==> src/rtl/wb_stage.sv <==
// Writeback stage: holds one instruction from MEM, aligns and extends load data,
// and drives the regfile write port, the ID bypass tuple and the debug trace.
module wb_stage #(
  parameter int unsigned           PC_W     = 32,
  parameter logic [PC_W-1:0]       RESET_PC = '0
) (
  input  logic            clk,
  input  logic            resetn,
  input  logic            ms_to_ws_valid,
  output logic            ws_allowin,
  input  logic [PC_W-1:0] ms_pc,
  input  logic            ms_gr_we,
  input  logic [4:0]      ms_dest,
  input  logic [31:0]     ms_result,
  input  logic [2:0]      ms_load_op,
  input  logic [1:0]      ms_addr_low,
  input  logic [31:0]     ms_mem_rdata,
  input  logic            ws_stall,
  input  logic            ws_flush,
  output logic [3:0]      rf_we,
  output logic [4:0]      rf_waddr,
  output logic [31:0]     rf_wdata,
  output logic            ws_fwd_valid,
  output logic [4:0]      ws_fwd_dest,
  output logic [31:0]     ws_fwd_data,
  output logic [PC_W-1:0] debug_wb_pc,
  output logic [3:0]      debug_wb_rf_wen,
  output logic [4:0]      debug_wb_rf_wnum,
  output logic [31:0]     debug_wb_rf_wdata
);

  typedef enum logic [2:0] {
    LD_NONE = 3'd0,
    LD_B    = 3'd1,
    LD_BU   = 3'd2,
    LD_H    = 3'd3,
    LD_HU   = 3'd4,
    LD_W    = 3'd5,
    LD_WL   = 3'd6,
    LD_WR   = 3'd7
  } load_op_e;

  logic            ws_valid;
  logic [PC_W-1:0] ws_pc;
  logic            ws_gr_we;
  logic [4:0]      ws_dest;
  logic [31:0]     ws_result;
  load_op_e        ws_load_op;
  logic [1:0]      ws_addr_low;
  logic [31:0]     ws_mem_rdata;

  logic            ws_ready_go;
  logic            gpr_write;
  logic [7:0]      ld_byte;
  logic [15:0]     ld_half;
  logic [3:0]      lane_mask;
  logic [31:0]     lane_data;

  assign ws_ready_go = ~ws_stall;
  assign ws_allowin  = ~ws_valid | ws_ready_go;

  // Flush beats a simultaneous capture for the valid bit only; the data
  // registers are allowed to load because nothing reads them while invalid.
  always_ff @(posedge clk or negedge resetn) begin
    if (!resetn) begin
      ws_valid <= 1'b0;
    end else if (ws_flush) begin
      ws_valid <= 1'b0;
    end else if (ws_allowin) begin
      ws_valid <= ms_to_ws_valid;
    end
  end

  always_ff @(posedge clk or negedge resetn) begin
    if (!resetn) begin
      ws_pc        <= RESET_PC;
      ws_gr_we     <= 1'b0;
      ws_dest      <= '0;
      ws_result    <= '0;
      ws_load_op   <= LD_NONE;
      ws_addr_low  <= '0;
      ws_mem_rdata <= '0;
    end else if (ws_allowin && ms_to_ws_valid) begin
      ws_pc        <= ms_pc;
      ws_gr_we     <= ms_gr_we;
      ws_dest      <= ms_dest;
      ws_result    <= ms_result;
      ws_load_op   <= load_op_e'(ms_load_op);
      ws_addr_low  <= ms_addr_low;
      ws_mem_rdata <= ms_mem_rdata;
    end
  end

  assign ld_byte = ws_mem_rdata[{ws_addr_low, 3'b000} +: 8];
  assign ld_half = ws_mem_rdata[{ws_addr_low[1], 4'b0000} +: 16];

  // LWL/LWR: shift amount 3-b equals ~b on two bits.
  always_comb begin
    lane_mask = 4'b1111;
    lane_data = ws_result;
    unique case (ws_load_op)
      LD_NONE: lane_data = ws_result;
      LD_B:    lane_data = {{24{ld_byte[7]}}, ld_byte};
      LD_BU:   lane_data = {24'd0, ld_byte};
      LD_H:    lane_data = {{16{ld_half[15]}}, ld_half};
      LD_HU:   lane_data = {16'd0, ld_half};
      LD_W:    lane_data = ws_mem_rdata;
      LD_WL: begin
        lane_data = ws_mem_rdata << {~ws_addr_low, 3'b000};
        lane_mask = 4'b1111 << ~ws_addr_low;
      end
      LD_WR: begin
        lane_data = ws_mem_rdata >> {ws_addr_low, 3'b000};
        lane_mask = 4'b1111 >> ws_addr_low;
      end
    endcase
  end

  assign gpr_write = ws_valid & ws_gr_we & (ws_dest != 5'd0);

  assign rf_we    = (gpr_write & ws_ready_go) ? lane_mask : '0;
  assign rf_waddr = ws_dest;
  assign rf_wdata = lane_data;

  assign ws_fwd_valid = gpr_write;
  assign ws_fwd_dest  = gpr_write ? ws_dest : '0;
  assign ws_fwd_data  = lane_data;

  assign debug_wb_pc       = ws_pc;
  assign debug_wb_rf_wen   = rf_we;
  assign debug_wb_rf_wnum  = rf_waddr;
  assign debug_wb_rf_wdata = rf_wdata;

endmodule
==> config.mk <==
export PLATFORM = sky130hd
export DESIGN_NAME = wb_stage
export DESIGN_NICKNAME = d
export VERILOG_FILES = /design/src/rtl/wb_stage.sv
export SDC_FILE = /design/constraint.sdc
export NUM_CORES = 1
export LEC_CHECK = 0
export ABC_AREA = 1
export BUFFER_PORTS_ARGS = -buffer_cell sky130_fd_sc_hd__buf_2
export CORE_UTILIZATION = 50
export DETAILED_ROUTE_END_ITERATION = 12
export HOLD_SLACK_MARGIN = 0.02
export PLACE_DENSITY = 0.81
export SYNTH_ARGS = -nofsm -noshare
export SYNTH_HDL_FRONTEND = slang
export SYNTH_SLANG_ARGS = --single-unit
==> constraint.sdc <==
create_clock -name clk -period 4.6 [get_ports clk]
set_input_delay 0.92 -clock clk [delete_from_list [all_inputs] [get_ports clk]]
set_output_delay 0.92 -clock clk [all_outputs]
set_load 0.01 [all_outputs]
### Yosys cells after proc, flatten, opt, wreduce, memory -nomap -nowiden

Cells that the tools add are included.
Widths: inputs -> output; s select.

* muxes and demuxes: 6
* bitwise operators: 7
* equal/unequal tests: 7
* reductions and logical operators: 4
* shifts and indexed selects: 6

Operators by type and width (number)
* $pmux 32 s8: 1
* $shiftx 32x6->16: 1
* $shiftx 32x6->8: 1
* $shl 32x5->32: 1
* $shr 32x5->32: 1
* $eq 3x3->1 const B: 4
* $pmux 4 s2: 1
* $eq 3x2->1 const B: 2
* $mux 5: 1
* $reduce_bool 5->1: 1
* $mux 4: 1
* $shl 4x2->4 const A: 1
* $shr 4x2->4 const A: 1
* $and 1x1->1: 3
* $eq 3x1->1 const B: 1
* $logic_not 3->1: 1
* $mux 1: 2
* $not 1->1: 2
* $not 2->2: 1
* $reduce_bool 2->1: 1
* $logic_and 1x1->1: 1
* $or 1x1->1: 1

* bits in registers: 108
* input port bits: 112

### Longest topological paths before layout

* word-level depth: 4
* depth in mapped cells: 11
* gate-level depth less buffers: 8

### Worst setup path after synthesis

No wires, ideal clock.

* kind: reg2out
* start point: register ws_addr_low[1]
* end point: output port rf_wdata[0]
* cell stages (with the launch flop): 11
* data arrival time: 1529 ps
* path slack: 2151 ps
* path buffers: 4
* path through: dfrtp_1 -> buf_2 -> inv_1 -> buf_4 -> buf_2 -> nor2_1 -> nand2_1 -> nand3_1 -> nor2_1 -> a21oi_1 -> buf_4

* word-level cells in the longest chain between the ends: 3

Ends and longest elaborated chain
* from (decl): line 49 `logic [1:0] ws_addr_low;`
* from (signal assigned): line 89 `ws_addr_low <= ms_addr_low;`
* parallel branches: the longest is 2 deep, another holds $shiftx 32x6->16
* $pmux 32 s8 (*): line 101 `unique case (ws_load_op)`
* to (decl): line 22 `output logic [31:0] rf_wdata,`

Every way passes the cells marked *.

### Worst setup path in the final report

* start point: register ws_load_op[0]
* end point: output port ws_fwd_data[16]

* word-level cells in the longest chain between the ends: 2

Ends and longest elaborated chain
* from (decl): line 48 `load_op_e ws_load_op;`
* from (signal assigned): line 88 `ws_load_op <= load_op_e'(ms_load_op);`
* $eq 3x3->1 (tied with other cells): line 101
* $pmux 32 s8 (*): line 101
* to (decl): line 25 `output logic [31:0] ws_fwd_data,`

Every way passes the cells marked *; elsewhere a longest branch is shown, timed or not.

==> out/metrics.yaml <==
outcome: "completed"
p_leak_nw: 4.42
finClkSkew_ns: 0.00696
cts-buffers-inserted: 9
gp_congestion: 0.907
netlist_area_sq_um: 6940
clk_latency_ns: 0.36
fmax_ghz: 0.290
slew_violations: 0
p_clk_share_pct: 24.6
crit_path_end_kind: "output port"
hold_class: "reg -> reg"
rsz0062_at_grt: "false"
syn_inst: 917
cts_tree: "built"
synth_area_leaders: "dfrtp_1 39%, nand2_1 13%, mux2_2 11%, buf_4 8.7%, nand3_1 6.2%"
worstSetupStartpointType: "flip-flop"
grt.total_usage_pct: 27.6
synthDistinctLibCells: 25
wl_per_cell_um: 15.2
fill_cells: 1270
reg2reg_depth: 4
worstHoldStart: "debug_wb_pc[19]"
area_growth_pct: 15.4
io_pins: 265
critPathMostFrequentCell: "nand2_1"
vias: 6641
grt_pass1_wl_mm: 31.1
relSlewSlack_pct: 49.1
seqPwrFrac_pct: 37.7
core_area_sq_um: 13400
antenna_found_initial: 0
die_h_um: 120
power_density_nw_per_um2: 384
crit_family: "buffers and inverters"
initial_core_util_pct: 51.8
fin_crit_sh_pct: 74.9
diodes: 0
cp.required_ns: 3.68
r2r_start: "ws_valid"
fp-row-count: 42
maxCapViolCount: 0
cts.root.buffer_cell: "clkbuf_16"
drtIter0Drc: 537
cts_buffer_depth: 2
whs_ns: 0.504
slowest_stage: "inv_1"
tns_ns: 0
synth.top_cell.area_share_pct: 39.0
r2r_setup_slack_ns: 2.61
cts.htree.levels: 3
p_sw_w: 0.00118
overflow: 0
slowest_delay_ns: 0.64
final_common_cell: "buf_2"
whs_path_depth: 1
crit_type: "reg -> out"
postCtsSetupRepairBufs: 0
p_sw_share_pct: 38.5
drt_wl_total_mm: 19.1
port_buffers: 264
r2r_end: "ws_result[28]"
nNetsFinal: 1191
synth_nets: 1029
viasPerCell: 5.27
yosysTopAreaCell: "dfrtp_1"
crit_chain: "nor2_1 -> nand2_2 -> inv_1 -> nand2_1 -> nand2_1 -> buf_2"
finalCoreUtilization_pct: 59.7
drc: 0
grt_pass1_vias: 6444
hold_end: "debug_wb_pc[19]"
holdBufCountCts: 0
final_cell_mix: "263 x buf_2, 235 x nand2_1, 113 x nor2_1, 107 x dfrtp_1, 86 x nand3_1"
first_pass_iters: 5
ctsResizeCount: 0
path_max_fanout: 24
ys_warn_count: 0
power_frac_comb_pct: 37.7
tightest_slew_ns: 0.763
dp_hpwl_mm: 14.2
max-vdd-ir-drop_v: 0.000336
cts.sinks: 108
final_hold_viol_count: 0
layout-drive-gt1-share_pct: 34.0
final-setup-viol-count: 0
p_int_w: 0.00189
die-area_sq_um: 14400
worst-path-buf-inv: 2
yosysSeqAreaShare_pct: 39.0
ys_ff_latch: 108
path_clk_slew_ns: 0.08
grt_max_degree: 63
postRouteAntennaNets: 0
avgSynthCellArea_sq_um: 7.57
fin_crit_ns: 3.44
die_w_um: 120
worstPathArrival_ns: 2.52
==> worst max-delay path by stage <==
stage | start | endpoint | cells past startpoint | slack, ns
floorplan | ws_addr_low[1] | rf_wdata[0] | 10 | 2.15
global placement | ws_load_op[0] | ws_fwd_data[10] | 6 | 1.63
detailed placement | ws_load_op[0] | debug_wb_rf_wdata[13] | 6 | 1.52
CTS | ws_load_op[0] | ws_fwd_data[16] | 6 | 1.16
global route | ws_load_op[0] | ws_fwd_data[16] | 6 | 0.95
finish | ws_load_op[0] | ws_fwd_data[16] | 6 | 1.16
==> kinds of logic after synthesis <==
logic type / Yosys count / synth area share, %
AO/OA/AOI/OAI: 87 / 6.31
buffers and inverters: 188 / 15.7
flip-flops: 108 / 39.0
multiplexers: 66 / 10.7
AND/OR/NAND/NOR: 468 / 28.3
==> synthesized netlist by cell type <==
cell / n
dfrtp_1: 108
a21oi_1: 60
a211oi_1: 1
nand3_1: 86
buf_1: 5
inv_4: 1
nor2_2: 1
nor3_1: 5
inv_1: 65
buf_2: 22
nor3_2: 1
clkbuf_1: 6
and2_1: 4
mux2_2: 66
nand4_1: 13
buf_4: 80
nand3_2: 3
o21ai_0: 26
nand2_2: 4
nand2_4: 1
inv_2: 2
buf_6: 7
nor2_4: 1
nor2_1: 113
nand2_1: 236
==> power groups by stage <==
stage / Clock [W] / Combinational (W) / Sequential [W]
CTS: 0.000774 / 0.00117 / 0.00116
floorplan: 0 / 0.000937 / 0.00116
detailed placement: 0 / 0.00116 / 0.00117
finish: 0.000757 / 0.00116 / 0.00116
global placement: 0 / 0.00114 / 0.00117
global route: 0.000808 / 0.00129 / 0.00118
==> metrics by stage <==
| stage | std cells | cell area, sq um | power, W | worst slack [ns] |
|---|---|---|---|---|
| after floorplan | 917 | 6940 | 0.00209 | 2.15 |
| after global placement | 1244 | 7720 | 0.00231 | 1.63 |
| after detailed placement | 1244 | 7720 | 0.00234 | 1.52 |
| after CTS | 1259 | 8010 | 0.00310 | 1.16 |
| after global routing | 1259 | 8010 | 0.00327 | 0.950 |
| final | 1259 | 8010 | 0.00308 | 1.16 |
==> sequential cells by signal, indices dropped and copies added (netlist names) <==
name and count:
debug_wb_pc 32, debug_wb_rf_wnum 5, ws_addr_low 2, ws_gr_we 1, ws_load_op 3, ws_mem_rdata 32
ws_result 32, ws_valid 1
==> area by class of cell <==
cell class | count | area (sq um) | share of cell area (%)
Clock buffer | 9 | 225 | 2.81
Clock inverter | 6 | 56.3 | 0.703
Inverter | 68 | 258 | 3.22
Multi-Input combinational cell | 621 | 3150 | 39.4
Sequential cell | 108 | 2700 | 33.8
Tap cell | 176 | 220 | 2.75
Timing Repair Buffer | 271 | 1390 | 17.3
==> routing by layer <==
metal / vias up / GRT usage [%] / share of wire (%)
li1: 3185 / - / -
met2: 299 / 48.4 / 51
met5: - / 0 / 0
met3: 51 / 8.37 / 7.8
met4: 0 / 11.0 / 3.2
met1: 3106 / 31.2 / 38
Note: power is estimated with default switching activity, not from simulation.
